File: config.mk
export PLATFORM = sky130hd
export DESIGN_NAME = sha256_round_ctrl
export DESIGN_NICKNAME = d
export VERILOG_FILES = /design/src/rtl/sha256_round_ctrl.sv
export SDC_FILE = /design/constraint.sdc
export NUM_CORES = 1
export LEC_CHECK = 0
export ABC_AREA = 0
export BUFFER_PORTS_ARGS = -buffer_cell sky130_fd_sc_hd__buf_4
export CAP_MARGIN = 30
export CORE_AREA = 3 3 411 413
export CTS_CLUSTER_DIAMETER = 200
export DETAILED_ROUTE_END_ITERATION = 10
export DIE_AREA = 0 0 414 416
export SLEW_MARGIN = 30
export SYNTH_ARGS = -nofsm -noshare
export SYNTH_HDL_FRONTEND = slang
export SYNTH_SLANG_ARGS = --single-unit
File: constraint.sdc
create_clock -name i_clk -period 2.4 [get_ports i_clk]
set_input_delay 0.12 -clock i_clk [delete_from_list [all_inputs] [get_ports i_clk]]
set_output_delay 0.12 -clock i_clk [all_outputs]
set_load 0.05 [all_outputs]
File: src/rtl/sha256_round_ctrl.sv
// sha256_round_ctrl -- sequencing controller for one SHA-256 compression.
// Owns the 16-word message-schedule window and the round counter. Drives the
// strobes that tell the external adder datapath when to load a..h, run a round,
// and fold the result back into H.
// Optional build macro SHA_ROUND_STALL_EN adds the i_stall input, which freezes
// the ROUND and FINAL phases for as long as it is held.
module sha256_round_ctrl #(
  parameter int unsigned ROUNDS = 64
) (
  input  logic         i_clk,
  input  logic         i_rst_n,
  input  logic         i_start,
  input  logic [511:0] i_block,
  input  logic [31:0]  i_new_word,
`ifdef SHA_ROUND_STALL_EN
  input  logic         i_stall,
`endif
  output logic [511:0] o_words,
  output logic [5:0]   o_round,
  output logic         o_ready,
  output logic         o_load_state,
  output logic         o_round_en,
  output logic         o_final,
  output logic         o_done
);

  // Index of the last round. o_round stops here and never wraps past it.
  localparam logic [5:0] LAST_ROUND = 6'(ROUNDS - 1);

  typedef enum logic [2:0] {
    ST_IDLE  = 3'd0,
    ST_LOAD  = 3'd1,
    ST_ROUND = 3'd2,
    ST_FINAL = 3'd3,
    ST_DONE  = 3'd4
  } state_e;

  state_e       state_q;
  state_e       state_d;
  logic [511:0] words_q;
  logic [511:0] words_d;
  logic [5:0]   round_q;
  logic [5:0]   round_d;
  logic         stall_s;

`ifdef SHA_ROUND_STALL_EN
  assign stall_s = i_stall;
`else
  // Without the stall feature the controller behaves as if the stall is never raised.
  assign stall_s = 1'b0;
`endif

  // Next-state logic: capture the block on accept, shift the window each round.
  always_comb begin
    state_d = state_q;
    words_d = words_q;
    round_d = round_q;
    case (state_q)
      ST_IDLE: begin
        if (i_start) begin
          // Slot 15 (top bits) receives W0, slot 0 receives W15.
          state_d = ST_LOAD;
          words_d = i_block;
          round_d = 6'd0;
        end else begin
          state_d = ST_IDLE;
        end
      end
      ST_LOAD: begin
        state_d = ST_ROUND;
      end
      ST_ROUND: begin
        if (stall_s) begin
          state_d = ST_ROUND;
        end else begin
          // Every slot moves one step toward slot 15; the fresh word enters slot 0.
          words_d = {words_q[479:0], i_new_word};
          if (round_q == LAST_ROUND) begin
            state_d = ST_FINAL;
          end else begin
            round_d = round_q + 6'd1;
          end
        end
      end
      ST_FINAL: begin
        if (stall_s) begin
          state_d = ST_FINAL;
        end else begin
          state_d = ST_DONE;
        end
      end
      ST_DONE: begin
        state_d = ST_IDLE;
      end
      default: begin
        state_d = ST_IDLE;
      end
    endcase
  end

  // State, window and round registers; reset abandons any block in flight.
  always_ff @(posedge i_clk or negedge i_rst_n) begin
    if (!i_rst_n) begin
      state_q <= ST_IDLE;
      words_q <= 512'd0;
      round_q <= 6'd0;
    end else begin
      state_q <= state_d;
      words_q <= words_d;
      round_q <= round_d;
    end
  end

  // Strobe decode from the registered state; a stall masks the update strobes.
  always_comb begin
    o_ready      = 1'b0;
    o_load_state = 1'b0;
    o_round_en   = 1'b0;
    o_final      = 1'b0;
    o_done       = 1'b0;
    case (state_q)
      ST_IDLE:  o_ready      = 1'b1;
      ST_LOAD:  o_load_state = 1'b1;
      ST_ROUND: o_round_en   = ~stall_s;
      ST_FINAL: o_final      = ~stall_s;
      ST_DONE:  o_done       = 1'b1;
      default:  o_ready      = 1'b0;
    endcase
  end

  assign o_words = words_q;
  assign o_round = round_q;

endmodule

# == Word-level counts from Yosys, hierarchy flattened ==
# Index checks and enable logic that the tools add are counted.
# op_classes
magnitude_cmp,0
multipliers,0
bitwise,0
n_shift,0
div_mod_pow,0
n_eq_ne,8
mux,13
addsub,1
reduce_logical,4
# ops
operator,n
$pmux W512 S2,1
$mux W512,1
$mux W6,2
$pmux W3 S4,1
$pmux W6 S2,1
$add A6 B1 Y6 const B,1
$eq A3 B2 Y1 const B,2
$eq A6 B6 Y1 const B,1
$mux W1,6
$ne A2 B2 Y1 const B,3
$eq A3 B1 Y1 const B,1
$eq A3 B3 Y1 const B,1
$logic_not A3 Y1,1
$mux W3,1
$reduce_and A3 Y1,1
$reduce_and A2 Y1,1
$reduce_bool A2 Y1,1
# word_totals
latchBits,0
memories,0
inputBits,547
regBits,521
mem_bits_ro,0
ram_bits,0

# == Logic depth before layout (Yosys ltp) ==
# Gate-level depths: netlist of run 1.
# depth
ltp_word,3
depth_mapped,7
ltp_nobuf,4

# == Least setup slack after synthesis of run 1 ==
# OpenSTA, ideal clock, no wires.
# synth_path
path_type,register -> register
from,reg state_q[2]
to,"reg words_q[480], in the netlist o_words[480]"
t_arrival_ns,1.984
slack_ns,0.291
stages_incl_launch_ff,8
t_required_ns,2.275
cell_sequence,dfrtp_1 or3b_4 inv_2 buf_6 buf_6 buf_6 mux2_2 mux2_2
# synth_via
elab_chain_len,3
word_cells_on_any_way,6
cone_classes,2 x eq/ne; 1 x mux; 3 x reduce/logical
# synth_lines
item,line,source
"start, declared",38,state_e state_q;
"start signal, assigned",108,state_q <= state_d;
$eq A3 B2 Y1 / $logic_not A3 Y1 (equally long branches),58,case (state_q)
$reduce_bool A2 Y1 (no line) / $ne A2 B2 Y1 (equally long branches),--,
$reduce_and A2 Y1 (no line),--,
"end signal, assigned",109,words_q <= words_d;
"end, declared",40,logic [511:0] words_q;
# Parallel ways exist; a longest one is shown, timed or not.
# A chain may end at the register's enable or synchronous reset.

# == Worst setup path in the final report of run 1 ==
# layout_path
from,reg state_q[2]
to,"reg words_q[244], in the netlist o_words[244]"
# Same word-level chain as after synthesis.

==> results of run 1 <==
sequential cells by signal, summed over array words and instances (netlist names):
| name | count |
|---|---|
| o_words | 512 |
| o_round | 6 |
| state_q | 3 |
path summary, 6_finish.rpt:
kind	cells after the start	endpoint	from
min reg2reg	1	o_words[492]	o_words[492]
min in group asynchronous	3	o_words[422]	i_rst_n
max in group asynchronous	4	o_words[418]	i_rst_n
max	6	o_words[244]	state_q[2]
min	4	o_words[263]	i_block[263]
max reg2reg	6	o_words[244]	state_q[2]
layout make-up:
class	instances	area, µm²
tap	2189	2739
clock buffer	97	1992
sequential	521	13040
clock inverter	22	321.6
multi-input combinational	1061	11780
antenna	22	55.05
fill	17010	120100
timing repair buffer	1745	15080
inverter	2	20.02
where the power goes:
group          internal (µW)  total, µW  leakage [µW]  switching (µW)
Combinational          18400      47500        0.0123           29100
Sequential             13500      19600       0.00610            6060
Clock                   6190      10700       0.00111            4480
cells in the final DEF (no fill, tap or decap), types with 4 or more instances in the layout:
cell,count
diode_2,22
clkbuf_1,12
clkinvlp_4,5
nand2_1,7
dlygate4sd3_1,546
clkbuf_16,69
dfrtp_1,520
nand3_1,4
buf_4,1151
buf_12,45
inv_6,4
mux2_2,799
mux2_1,225
clkinv_2,4
clkbuf_8,16
critical path, delay by kind of cell (launching register included):
kind / cells / cell delay (ns)
flip-flops: 1 / 0.38
buffers and inverters: 3 / 0.57
multiplexers: 2 / 0.67
AND/OR/NAND/NOR: 1 / 0.46
synthesized netlist by cell type, types with 2 or more instances:
cell / count
buf_1: 9
buf_2: 11
buf_4: 24
buf_6: 16
buf_8: 12
clkbuf_1: 43
dfrtp_1: 521
mux2_1: 225
mux2_2: 799
mux2i_1: 3
nand2_1: 7
nand3_1: 4
nor2_1: 3
nor3_1: 2
nor3b_1: 2
o211ai_1: 3
xor2_1: 2
metrics by stage:
stage / total power (µW) / hold slack, ns
6_report: 77720 / 0.1187
2_1_floorplan: 47130 / -0.1756
3_3_place_gp: 66240 / 0.1375
5_1_grt: 80690 / 0.1139
3_5_place_dp: 66570 / 0.1390
4_1_cts: 78550 / 0.1122
cell families (layout without fill, tap and decap cells):
family / after synthesis / count (layout) / synth area share (%)
mux: 1027 / 1027 / 45.14
flops: 521 / 521 / 50.90
buf+inv: 117 / 1866 / 3.117
simple gates: 23 / 23 / 0.4837
compound gates: 7 / 7 / 0.2100
xor+xnor: 3 / 3 / 0.1026
fa+ha+maj: 1 / 1 / 0.04884
other cells: 0 / 22 / 0
metal layers:
layer	global-route usage [%]	part of all wire, %	routed length (µm)
met5	0	0.051	76
met4	6.335	4.1	6194
met3	4.879	7.3	10910
met2	29.07	49	73720
met1	19.72	40	59470
repair_timing:
action	CTS	global route
hold buffers	546	0
gates resized for setup	1	1
endpoints found under the hold margin	863	0
pin swaps	0	0
gates cloned	1	0
endpoints found under the setup margin	1	1
==> impl_metrics.json, run 1 <==
{
  "arrival_ns": 2.82,
  "final.min_clock_period_ns": 2.299,
  "netlist-cell-type-count": 30,
  "fin_ws_ns": 0.1007,
  "max_stage_delay_ns": 0.46,
  "portBuffers": 1069,
  "routed_wl_um": 150400,
  "cts-buffers-inserted": 69,
  "reg2reg_setup_slack_ns": 0.10,
  "synth_edf_count": 0,
  "criticalPathCategory": "register to register",
  "chipHeight_um": 416,
  "grt_max_degree": 74,
  "synth_top_area_share_pct": 50.90,
  "grt_util_all_layers_pct": 16.85,
  "wire_per_inst_um": 26.57,
  "cap_violations": 0,
  "ys_top_cells_by_area": "dfrtp_1 (51%), mux2_2 (35%), mux2_1 (9.9%), buf_4 (0.70%), buf_6 (0.70%)",
  "detail_route.iter0.violations": 1186,
  "tightest_slew_ns": 0.7734,
  "crit_fanout": 23,
  "synthesis.area_um2": 25610,
  "gr-total-overflow": 0,
  "first_pass_iters": 4,
  "critical_path_required_ns": 2.92,
  "fmax_mhz": 434.9,
  "initial_core_util_pct": 15.51,
  "insertion_delay_ns": 0.66,
  "root_buffer": "clkbuf_16",
  "ys_seq_elements": 521,
  "gp_congestion": 0.9387,
  "relSlewSlack_pct": 48.44,
  "post-place-cells": 4971,
  "synth_nets": 2247,
  "nets": 3948,
  "fin_skew_ns": 0.02163,
  "antenna_left": 0,
  "fin_setup_tns_ns": 0,
  "path_cells": "or3b_4 > clkinv_8 > buf_12 > buf_12 > mux2_2 > mux2_2",
  "synth_cells": 1699,
  "start_kind": "register",
  "cts_tree": "yes",
  "stdcell_count": 5659,
  "end_kind": "register",
  "area_delta_synth_final_pct": 75.81,
  "cts_buffer_depth": 3,
  "ys_seq_area_share_pct": 50.90,
  "layout-drive-gt1-share_pct": 61.25,
  "finalHoldViolations": 0,
  "htreeDepth": 3,
  "dp.final_hpwl_um": 123800,
  "design.core.area_um2": 165200,
  "placed_cell_area_um2": 37150,
  "grt_pass1_vias": 23570,
  "grt_pass1_wl_um": 202400,
  "place_ws_ns": 0.06122,
  "dr_total_vias": 22180,
  "hp-class": "input pin to register",
  "rsz0062_at_grt": "no",
  "finalCritPeriodShare_pct": 95.80,
  "peakVddDrop_uv": 1094,
  "yosys_warnings": 0,
  "yosysTopAreaCell": "dfrtp_1",
  "num_rows": 149,
  "drv_slew": 0,
  "ioPinCount": 1070,
  "synth_ff_type": "dfrtp_1",
  "status": "complete, no violations",
  "powerDensity_nw_per_um2": 1726,
  "syn_avg_cell_area_um2": 15.08,
  "setup_viol": 0,
  "leakage_uw": 0.01954,
  "cts_sinks": 521,
  "drc": 0,
  "antenna_found_initial": 57,
  "die_x_um": 414,
  "dieArea_um2": 172200,
  "final_area_um2": 45030,
  "clk_pin_slew_ns": 0.06,
  "synthArstFlopShare_pct": 100.0,
  "postCtsSetupBuffers": 0,
  "drt-vias-per-instance": 3.919,
  "crit_slowest_cell": "or3b_4",
  "final_util_pct": 27.26
}
Note: power is estimated with default switching activity, not from simulation.
==> run 2: changes to the inputs <==
--- a/config.mk
+++ b/config.mk
@@ -5,13 +5,14 @@
 export SDC_FILE = /design/constraint.sdc
 export NUM_CORES = 1
 export LEC_CHECK = 0
-export ABC_AREA = 0
+export ABC_AREA = 1
 export BUFFER_PORTS_ARGS = -buffer_cell sky130_fd_sc_hd__buf_4
 export CAP_MARGIN = 30
-export CORE_AREA = 3 3 411 413
+export CORE_AREA = 3 3 420 422
 export CTS_CLUSTER_DIAMETER = 200
 export DETAILED_ROUTE_END_ITERATION = 10
-export DIE_AREA = 0 0 414 416
+export DIE_AREA = 0 0 423 425
+export RECOVER_POWER = 100
 export SLEW_MARGIN = 30
 export SYNTH_ARGS = -nofsm -noshare
 export SYNTH_HDL_FRONTEND = slang
==> impl_metrics.json, run 2 <==
{
  "status": "complete, no violations",
  "num_rows": 153,
  "layout_commonest_cell": "nand2_1",
  "end_kind": "register",
  "grt_max_degree": 149,
  "synth_compound_area_share_pct": 0.04669,
  "drt-vias-per-instance": 4.266,
  "synthArstFlopShare_pct": 100.0,
  "nets": 5997,
  "chipHeight_um": 425,
  "dr_total_vias": 33460,
  "synthXorXnorAreaFrac_pct": 0,
  "die_x_um": 423,
  "synth_top_family_by_area": "simple AND/OR/NAND/NOR gates",
  "criticalPathCategory": "register to register",
  "final_area_um2": 43670,
  "cts_sinks": 521,
  "cts_tree": "yes",
  "path_cells": "inv_1 > nand3_4 > buf_4 > buf_12 > nand2_8 > buf_12 > buf_4 > nand2_1 > nand2_1",
  "min_to": "o_words[342]",
  "path_delay_family": "buffers and inverters",
  "initial_core_util_pct": 15.45,
  "worstRegToRegCells": 9,
  "cts-buffers-inserted": 74,
  "insertion_delay_ns": 0.67,
  "yosys_warnings": 0,
  "powerDensity_nw_per_um2": 1722,
  "synth_ff_type": "dfrtp_1",
  "fin_setup_tns_ns": 0,
  "n_fill_cell": 19600,
  "final_cell_mix": "nand2_1 (2,579), buf_4 (585), clkbuf_1 (552), dlygate4sd3_1 (546), nand3_1 (524)",
  "synth_adder_area_share_pct": 0.04669,
  "wire_per_inst_um": 22.57,
  "placed_cell_area_um2": 37760,
  "crit_fanout": 30,
  "ys_seq_area_share_pct": 48.65,
  "synthesis.area_um2": 26800,
  "synthSimpleGateAreaFrac_pct": 46.25,
  "hp-start": "i_start",
  "crit_buf_inv": 5,
  "dieArea_um2": 179800,
  "crit_slowest_cell": "dfrtp_1",
  "antenna_found_initial": 16,
  "relSlewSlack_pct": 17.90,
  "critical_path_required_ns": 2.98,
  "synth_cells": 3933,
  "design.core.area_um2": 173400,
  "fmax_mhz": 451.7,
  "peakVddDrop_uv": 839.3,
  "root_buffer": "clkbuf_16",
  "layout-drive-gt1-share_pct": 13.91,
  "holdWs_ns": 0.08107,
  "synth_top_area_share_pct": 48.65,
  "drc": 0,
  "clk_pin_slew_ns": 0.06,
  "regToRegEndpoint": "o_words[360]",
  "grt_pass1_vias": 33310,
  "drv_slew": 0,
  "first_pass_iters": 6,
  "cap_violations": 0,
  "setup_viol": 0,
  "reg2reg_from": "state_q[2]",
  "syn_avg_cell_area_um2": 6.814,
  "ys_seq_elements": 521,
  "finalHoldViolations": 0,
  "synth_nets": 4481,
  "tightest_slew_ns": 1.231,
  "yosysTopAreaCell": "dfrtp_1",
  "hold_depth": 5,
  "area_delta_synth_final_pct": 62.93,
  "fin_skew_ns": 0.03731,
  "synth_mux_area_share_pct": 0,
  "synth_common_cells": "nand2_1 (2,579), nand3_1 (524), dfrtp_1 (521)",
  "htreeDepth": 3,
  "leakage_uw": 0.02271,
  "grt_util_all_layers_pct": 18.80,
  "hp-class": "input pin to register",
  "rsz0062_at_grt": "no",
  "cts_buffer_depth": 3,
  "arrival_ns": 2.80,
  "start_kind": "register",
  "finalCritPeriodShare_pct": 92.25,
  "synth_most_common_cell": "nand2_1",
  "routed_wl_um": 177000,
  "largest_reg_flops": 512,
  "ioPinCount": 1070,
  "gp_congestion": 0.9707,
  "ys_top_cells_by_area": "dfrtp_1 (49%), nand2_1 (36%), nand3_1 (9.8%), buf_2 (3.3%), clkbuf_1 (1.2%)",
  "max_stage_delay_ns": 0.43,
  "antenna_left": 0,
  "synth_edf_count": 0,
  "portBuffers": 1069,
  "netlist-cell-type-count": 19,
  "p_total_uw": 75200,
  "gr-total-overflow": 0,
  "grt_pass1_wl_um": 245200,
  "detail_route.iter0.violations": 2823,
  "dp.final_hpwl_um": 135000,
  "final.min_clock_period_ns": 2.214,
  "reg2reg_setup_slack_ns": 0.19
}
==> run 2: metrics by stage <==
step / worst slack, ns / instances / util, %
2_1_floorplan: 0.3509 / 3933 / -
3_3_place_gp: 0.3276 / 7149 / 21.77
3_5_place_dp: 0.3498 / 7149 / 21.77
4_1_cts: 0.1172 / 7830 / 26.37
5_1_grt: 0.04582 / 7839 / 25.17
6_report: 0.1859 / 7843 / 25.18
==> run 2: timing repair <==
item	CTS	global route
hold buffers	547	0
endpoints found under the hold margin	930	0
setup buffers	1	0
gates resized for setup	2	0
endpoints found under the setup margin	1	0
==> run 2: worst max-delay path by stage <==
stage	to	cells past startpoint	slack, ns	startpoint
finish	o_words[360]	9	0.19	state_q[2]
detailed placement	o_words[131]	8	0.35	state_q[0]
global placement	o_words[131]	8	0.33	state_q[0]
floorplan	o_words[100]	6	0.35	state_q[2]
CTS	o_words[366]	4	0.12	i_rst_n
global route	o_words[360]	9	0.05	state_q[2]
==> run 2: worst register-to-register path: stages, from the launching register on <==
cell and delay, ns:
dfrtp_1 0.43, inv_1 0.14, nand3_4 0.16, buf_4 0.23, buf_12 0.17, nand2_8 0.27
buf_12 0.20, buf_4 0.36, nand2_1 0.13, nand2_1 0.08
==> run 2: final cells by class <==
class,count,area (µm²),area share (%)
sequential,521,13040,29.86
timing repair buffer,1723,12720,29.12
multi-input combinational,3122,12450,28.51
tap,2325,2909,6.662
clock buffer,106,2126,4.868
clock inverter,26,346.6,0.7937
inverter,6,38.79,0.08883
antenna,13,32.53,0.07450
timing repair inverter,1,8.758,0.02006
==> run 2: routing by layer <==
layer	global-route usage, %	wire, µm	share of wire (%)
met5	0	35	0.020
met4	8.052	9858	5.6
met3	6.263	17050	9.6
met2	31.67	84140	48
met1	21.73	65930	37
==> run 2: cell families after synthesis <==
family / Yosys count
AO/OA/AOI/OAI: 2
flip-flops: 521
adder cells (fa/ha/maj): 1
AND/OR/NAND/NOR: 3119
buffers and inverters: 290
==> run 2: power by group <==
part / total, µW / switching, µW / leakage, µW / internal [µW]
Combinational: 44600 / 34800 / 0.0150 / 9780
Clock: 11500 / 4630 / 0.00120 / 6840
Sequential: 19100 / 5950 / 0.00648 / 13200
